<file path="src/rtl/crossbar_nm_rr_pkg.sv">
// Shared definitions for the N-master x M-slave round-robin crossbar.
// Holds the per-slave FSM encoding, command constants and a ceil-log2 helper.
package crossbar_pkg;

    typedef enum logic {
        ST_IDLE = 1'b0,
        ST_BUSY = 1'b1
    } state_t;

    localparam logic CMD_READ  = 1'b0;
    localparam logic CMD_WRITE = 1'b1;

    function automatic int clog2(input int value);
        int width;
        width = 0;
        while ((1 << width) < value) width++;
        return width;
    endfunction

endpackage

</file>
<file path="src/rtl/crossbar_nm_rr_arbiter.sv">
// Round-robin arbiter: the search starts at the pointer and wraps around.
// On advance, the pointer moves to one past the granted requester.
module rr_arbiter
    import crossbar_pkg::*;
#(
    parameter int N  = 2,
    parameter int IW = (N > 1) ? clog2(N) : 1
) (
    input  logic          clk,
    input  logic          rst_n,
    input  logic [N-1:0]  req,
    input  logic          advance,
    output logic [N-1:0]  grant_onehot,
    output logic [IW-1:0] grant_idx
);

    logic [IW-1:0] ptr;
    logic [IW-1:0] upper_idx;
    logic [IW-1:0] lower_idx;
    logic          upper_found;
    logic          any_req;

    // Prefer the lowest requester at or above the pointer, else the lowest overall.
    always_comb begin
        upper_idx   = '0;
        lower_idx   = '0;
        upper_found = 1'b0;
        any_req     = 1'b0;
        for (int j = N - 1; j >= 0; j--) begin
            if (req[j]) begin
                lower_idx = IW'(j);
                any_req   = 1'b1;
                if (j >= int'(ptr)) begin
                    upper_idx   = IW'(j);
                    upper_found = 1'b1;
                end
            end
        end
        grant_idx = upper_found ? upper_idx : lower_idx;
        for (int j = 0; j < N; j++) begin
            grant_onehot[j] = any_req && (grant_idx == IW'(j));
        end
    end

    always_ff @(posedge clk or negedge rst_n) begin
        if (!rst_n) begin
            ptr <= '0;
        end else if (advance) begin
            ptr <= (int'(grant_idx) == N - 1) ? '0 : grant_idx + 1'b1;
        end
    end

endmodule

</file>
<file path="src/rtl/crossbar_nm_rr.sv">
// Registered NUM_M x NUM_S request/acknowledge crossbar with one round-robin arbiter per slave.
// Define CROSSBAR_TIMEOUT_EN to add a per-slave watchdog that answers stuck transfers with master_err.
module crossbar_nm_rr
    import crossbar_pkg::*;
#(
    parameter int NUM_M          = 2,
    parameter int NUM_S          = 2,
    parameter int ADDR_W         = 32,
    parameter int DATA_W         = 32,
    parameter int TIMEOUT_CYCLES = 255
) (
    input  logic                      clk,
    input  logic                      rst_n,
    input  logic [NUM_M-1:0]          master_req,
    input  logic [NUM_M*ADDR_W-1:0]   master_addr,
    input  logic [NUM_M-1:0]          master_cmd,
    input  logic [NUM_M*DATA_W-1:0]   master_wdata,
    output logic [NUM_M-1:0]          master_ack,
    output logic [NUM_M*DATA_W-1:0]   master_rdata,
    output logic [NUM_M-1:0]          master_err,
    output logic [NUM_S-1:0]          slave_req,
    output logic [NUM_S*ADDR_W-1:0]   slave_addr,
    output logic [NUM_S-1:0]          slave_cmd,
    output logic [NUM_S*DATA_W-1:0]   slave_wdata,
    input  logic [NUM_S-1:0]          slave_ack,
    input  logic [NUM_S*DATA_W-1:0]   slave_rdata
);

    localparam int SW = clog2(NUM_S);
    localparam int MW = (NUM_M > 1) ? clog2(NUM_M) : 1;

    logic [NUM_M-1:0]  slave_hit [NUM_S];
    logic [NUM_S-1:0]  done_v;
    logic [NUM_S-1:0]  err_v;
    logic [MW-1:0]     owner_v [NUM_S];
    logic [DATA_W-1:0] rdata_v [NUM_S];

    // The top address bits pick the slave; the full address is still forwarded.
    always_comb begin
        for (int s = 0; s < NUM_S; s++) begin
            for (int m = 0; m < NUM_M; m++) begin
                slave_hit[s][m] = master_req[m] &&
                    (master_addr[m*ADDR_W + ADDR_W - 1 -: SW] == SW'(s));
            end
        end
    end

    for (genvar s = 0; s < NUM_S; s++) begin : g_slave
        state_t            state;
        state_t            next_state;
        logic [NUM_M-1:0]  grant_onehot;
        logic [MW-1:0]     grant_idx;
        logic [MW-1:0]     owner;
        logic              own_req;
        logic              own_cmd;
        logic [ADDR_W-1:0] own_addr;
        logic [DATA_W-1:0] own_wdata;
        logic              ack_fire;
        logic              timeout_fire;
        logic              fwd_req;
        logic              fwd_cmd;
        logic [ADDR_W-1:0] fwd_addr;
        logic [DATA_W-1:0] fwd_wdata;
        logic [DATA_W-1:0] fwd_rdata;
        logic              done;
        logic              err;

        rr_arbiter #(
            .N  (NUM_M),
            .IW (MW)
        ) u_arbiter (
            .clk          (clk),
            .rst_n        (rst_n),
            .req          (slave_hit[s]),
            .advance      ((state == ST_IDLE) && (|grant_onehot)),
            .grant_onehot (grant_onehot),
            .grant_idx    (grant_idx)
        );

        always_comb begin
            own_req   = 1'b0;
            own_cmd   = CMD_READ;
            own_addr  = '0;
            own_wdata = '0;
            for (int m = 0; m < NUM_M; m++) begin
                if (owner == MW'(m)) begin
                    own_req   = master_req[m];
                    own_cmd   = master_cmd[m];
                    own_addr  = master_addr[m*ADDR_W +: ADDR_W];
                    own_wdata = master_wdata[m*DATA_W +: DATA_W];
                end
            end
        end

        assign ack_fire = (state == ST_BUSY) && own_req && slave_ack[s];

`ifdef CROSSBAR_TIMEOUT_EN
        localparam int CW = clog2(TIMEOUT_CYCLES + 1);
        logic [CW-1:0] wd_count;

        // Counts unacknowledged BUSY cycles; the TIMEOUT_CYCLES-th one answers with an error.
        always_ff @(posedge clk or negedge rst_n) begin
            if (!rst_n) begin
                wd_count <= '0;
            end else if (state != ST_BUSY) begin
                wd_count <= '0;
            end else if (!slave_ack[s]) begin
                wd_count <= wd_count + 1'b1;
            end
        end

        assign timeout_fire = (state == ST_BUSY) && own_req && !slave_ack[s] &&
                              (wd_count == CW'(TIMEOUT_CYCLES - 1));
`else
        assign timeout_fire = 1'b0;
`endif

        always_ff @(posedge clk or negedge rst_n) begin
            if (!rst_n) begin
                state <= ST_IDLE;
                owner <= '0;
            end else begin
                state <= next_state;
                if ((state == ST_IDLE) && (|grant_onehot)) begin
                    owner <= grant_idx;
                end
            end
        end

        // An owner that drops req mid-transfer simply abandons the slot.
        always_comb begin
            next_state = state;
            case (state)
                ST_IDLE: if (|grant_onehot) next_state = ST_BUSY;
                ST_BUSY: if (!own_req || slave_ack[s] || timeout_fire) next_state = ST_IDLE;
                default: next_state = ST_IDLE;
            endcase
        end

        always_comb begin
            fwd_req   = 1'b0;
            fwd_cmd   = 1'b0;
            fwd_addr  = '0;
            fwd_wdata = '0;
            fwd_rdata = '0;
            done      = 1'b0;
            err       = 1'b0;
            if (state == ST_BUSY) begin
                fwd_req   = 1'b1;
                fwd_cmd   = own_cmd;
                fwd_addr  = own_addr;
                fwd_wdata = own_wdata;
                if (ack_fire) begin
                    done      = 1'b1;
                    fwd_rdata = (own_cmd == CMD_WRITE) ? '0 : slave_rdata[s*DATA_W +: DATA_W];
                end else if (timeout_fire) begin
                    done = 1'b1;
                    err  = 1'b1;
                end
            end
        end

        assign slave_req[s]                      = fwd_req;
        assign slave_cmd[s]                      = fwd_cmd;
        assign slave_addr[s*ADDR_W +: ADDR_W]    = fwd_addr;
        assign slave_wdata[s*DATA_W +: DATA_W]   = fwd_wdata;
        assign done_v[s]                         = done;
        assign err_v[s]                          = err;
        assign owner_v[s]                        = owner;
        assign rdata_v[s]                        = fwd_rdata;
    end

    // A master owns at most one slave, so OR-ing the per-slave responses never collides.
    always_comb begin
        master_ack   = '0;
        master_err   = '0;
        master_rdata = '0;
        for (int s = 0; s < NUM_S; s++) begin
            for (int m = 0; m < NUM_M; m++) begin
                if (done_v[s] && (owner_v[s] == MW'(m))) begin
                    master_ack[m]                   = 1'b1;
                    master_err[m]                   = err_v[s];
                    master_rdata[m*DATA_W +: DATA_W] = rdata_v[s];
                end
            end
        end
    end

endmodule

</file>
<file path="config.mk">
export PLATFORM = sky130hd
export DESIGN_NAME = crossbar_nm_rr
export DESIGN_NICKNAME = d
export VERILOG_FILES = /design/src/rtl/crossbar_nm_rr_pkg.sv /design/src/rtl/crossbar_nm_rr_arbiter.sv /design/src/rtl/crossbar_nm_rr.sv
export SDC_FILE = /design/constraint.sdc
export NUM_CORES = 1
export LEC_CHECK = 0
export ABC_AREA = 0
export CAP_MARGIN = 30
export CORE_AREA = 10 10 146 148
export CTS_CLUSTER_SIZE = 10
export DETAILED_ROUTE_END_ITERATION = 8
export DIE_AREA = 0 0 156 158
export PLACE_DENSITY_LB_ADDON = 0.3
export SLEW_MARGIN = 30
export SYNTH_ARGS = -nofsm -noshare
export SYNTH_HDL_FRONTEND = slang
export SYNTH_SLANG_ARGS = --single-unit
</file>
<file path="constraint.sdc">
create_clock -name clk -period 3.75 [get_ports clk]
set_clock_uncertainty 0.2 [all_clocks]
set_input_delay 0.375 -clock clk [delete_from_list [all_inputs] [get_ports clk]]
set_output_delay 0.375 -clock clk [all_outputs]
set_load 0.03 [all_outputs]
</file>
==> impl_results.md <==
- Critical path cell sequence: clkdlybuf4s50_1 > nand4b_1 > or2_1 > buf_4 > o32ai_1 > clkdlybuf4s50_1
- Final period util: 87.3%
- Routed wire length: between 20000 and 25000 um
- Final Setup Violations: 0
- Clk Latency, worst-skew pair: 230 ps
- Max_cap viols: 0
- Internal power: 0.00230 W
- Buffer depth of the longest clock path: 2
- RR Startpoint: g_slave[0].state$_DFF_PN0_
- VDD IR-drop max: 0.420 mV
- DRT iter0 DRCs: 193
- Unrepaired setup endpoints after global routing: false
- Comb power frac: 92.6%
- Worst slew margin: 59.6%
- Pre-CTS WS: around 500 ps
- CTS resizes: 0
- CTS tree: yes
- Seq. cell area: 160 um^2
- Setup TNS: 0 ps
- Core ar.: 0.0185 mm^2
- Slowest stage delay, CP: approximately 760 ps
- Setup CP Type: input pin to output port
- Status: finished clean
- Initial antenna violation count: 2
- Num CTS Buffers: 3
- Synth Instances: 560
- Cell mode on critical path: clkdlybuf4s50_1
- RePlAce Congestion: around 0.84
- GRT Resource Usage Total: 16.7%
- Clock transition at path regs: 30 ps
- Layout net count: between 1000 and 1500
- Sequential area share after synthesis: 3.92%
- Area of the multi-input gates: 0.00318 mm^2
- Pwr/cell area: 645 mW/mm^2
- Sw frac: a little over half
- CP max FO: 31
- Final Cell Area: about 0.008 mm^2
- Distinct cell type count after synthesis: 27
- Residual DRC: 0
- Ys flop type: dfrtp_1
- Reg power frac: 4.0%
- Lkg Pwr: about 3.2 nW
- Net load switching power: 0.00280 W
- Die W: roughly 160 um
- CTS sink count: 6
- Post-CTS Setup Bufs: 0
- CP endpoint kind: output port
- DP Wirelength: 18400 um
- Root Buffer: clkbuf_16
- Drt first pass iters: 4
- Synth Area per Inst: slightly below 7 um^2
- Commonest cells post-synth: 132 x mux2i_1, 132 x nor2b_1, 69 x nand2_1
- Synthesis-stage register bit count: 6
- Top-area cell type share of the netlist area: 34.5%
- Synth Cell Area: 0.00383 mm^2
- Pin count of the biggest net entering global routing: 70
- IO Port Bufs: 397
- Synth async-reset ratio: 100%
- Final Hold Viols: 0
- Area contributors post-synth: mux2i_1 34%, nor2b_1 22%, o32ai_1 7.1%
- Clock network power share: ~3.3%
- Tmin final: 3270 ps
- HP Class: input pin to async pin
- R2R Setup Slk: 2200 ps
- Die Height: 158 um
- Crit path DAT: 2700 ps
- R2R Path End: g_slave[0].owner$_DFFE_PN0P_
- Fin. max-slew vios: 0
- Vias per inst: around 4.7
- Reg2reg path depth: 4
- Synth warn: 0
- Least-Margin Pin Slew: between 600 and 700 ps
- H-tree depth: 1
- Starting density of the core: 20.8%
- CP required: 3170 ps
- Post-DP Area: 0.00783 mm^2
- CP max-delay cell: clkdlybuf4s50_1
- Post-DR wirelength/cell: 20.0 um
- Area Overhead vs Synth: 106%
- Number of fill cells: 1919
- Vias: about 5300
- First-pass GRT wire length: 32800 um
- Fin worst setup slack: 477 ps
- Fraction of layout cells with a size suffix above 1: 2.65%
- Kind of start point of the critical path: input pin
- Fmax: 306 MHz
- # IOs: 400
- Synth area leader: mux2i_1
- Gr ovfl total: 0
- Vias in the first global route: 5377
- CTS Hold Buffers Added: 0
- Die area: 0.0246 mm^2
- # rows: 50
- Number of synthesized flops with an enable pin: 0
- Final ANT Viol Nets: 0
==> layout by cell type (no fill, tap or decap), types with 2 or more instances in the layout <==
cell type	Yosys	layout
nor3b_1	2	2
o21ai_0	3	3
o32ai_1	31	31
dfrtp_2	0	2
dfrtp_4	0	2
or2_1	2	2
buf_12	0	3
clkdlybuf4s50_1	0	391
clkbuf_16	0	3
o21ai_1	3	3
mux2i_1	132	132
conb_1	1	2
nor2_1	3	3
dfrtp_1	6	2
a21oi_1	33	33
nand3_1	31	31
inv_1	31	31
nor2b_1	132	132
nand4b_1	3	3
and4_1	2	2
nand2_1	69	69
buf_4	12	14
o31ai_1	2	2
==> metal layers <==
layer / up-vias / share of wire (%) / global-route usage [%]
met5: - / 0.057 / 0
met1: 2398 / 35 / 16.7
met4: 2 / 1.6 / 4.41
li1: 2603 / - / -
met2: 290 / 50 / 30.4
met3: 18 / 13 / 7.95
==> cell type report <==
type | count | area share [%]
Antenna cell | 1 | 0.0317
Inverter | 31 | 1.47
Sequential cell | 6 | 2.03
Tap cell | 234 | 3.70
Multi-Input combinational cell | 456 | 40.2
Clock buffer | 3 | 0.950
Timing Repair Buffer | 408 | 51.6
==> sequential cells by signal, indices dropped and copies added, names as in the netlist <==
signal,count
g_slave.owner,2
g_slave.state,2
g_slave.u_arbiter.ptr,2
==> worst max path at each step <==
stage | slack (ps) | to | from
finish | 480 | master_rdata[24] | master_req[0]
floorplan | 1410 | master_rdata[23] | g_slave[1].owner$_DFFE_PN0P_
detailed placement | 500 | master_rdata[24] | master_req[0]
global route | 380 | master_rdata[24] | master_req[0]
global placement | 510 | master_rdata[24] | master_req[0]
CTS | 490 | master_rdata[24] | master_req[0]
==> power by group through the flow <==
stage	clock [W]	combinational, W	sequential, W
after floorplan	0	0.00301	0.000118
after global placement	0	0.00480	0.000210
after detailed placement	0	0.00477	0.000211
after CTS	0.000173	0.00480	0.000209
after global routing	0.000178	0.00498	0.000216
final	0.000171	0.00472	0.000204
==> worst max-delay path: cells and delay by family <==
family	cells	cell delay, ps
and+or+nand+nor	2	430
buffers and inverters	3	1630
AOI/OAI and AO/OA	1	240
==> cells by family (layout without fill, tap and decap cells) <==
family | count (synthesis) | count (layout) | synth area share [%]
simple gates | 248 | 248 | 35.3
other cells | 1 | 3 | 0.0979
flops | 6 | 6 | 3.92
buf+inv | 99 | 442 | 13.2
mux | 132 | 132 | 34.5
compound gates | 74 | 74 | 13.0
==> stage by stage <==
step	hold WS, ps	util, %	power (W)	instances
after global placement	258	42.4	0.00501	1135
after CTS	212	42.8	0.00518	1138
final	198	42.8	0.00510	1139
after floorplan	-121	-	0.00313	561
after global routing	215	42.8	0.00537	1139
after detailed placement	270	42.4	0.00498	1135
Power figures use the tool's default switching activity.
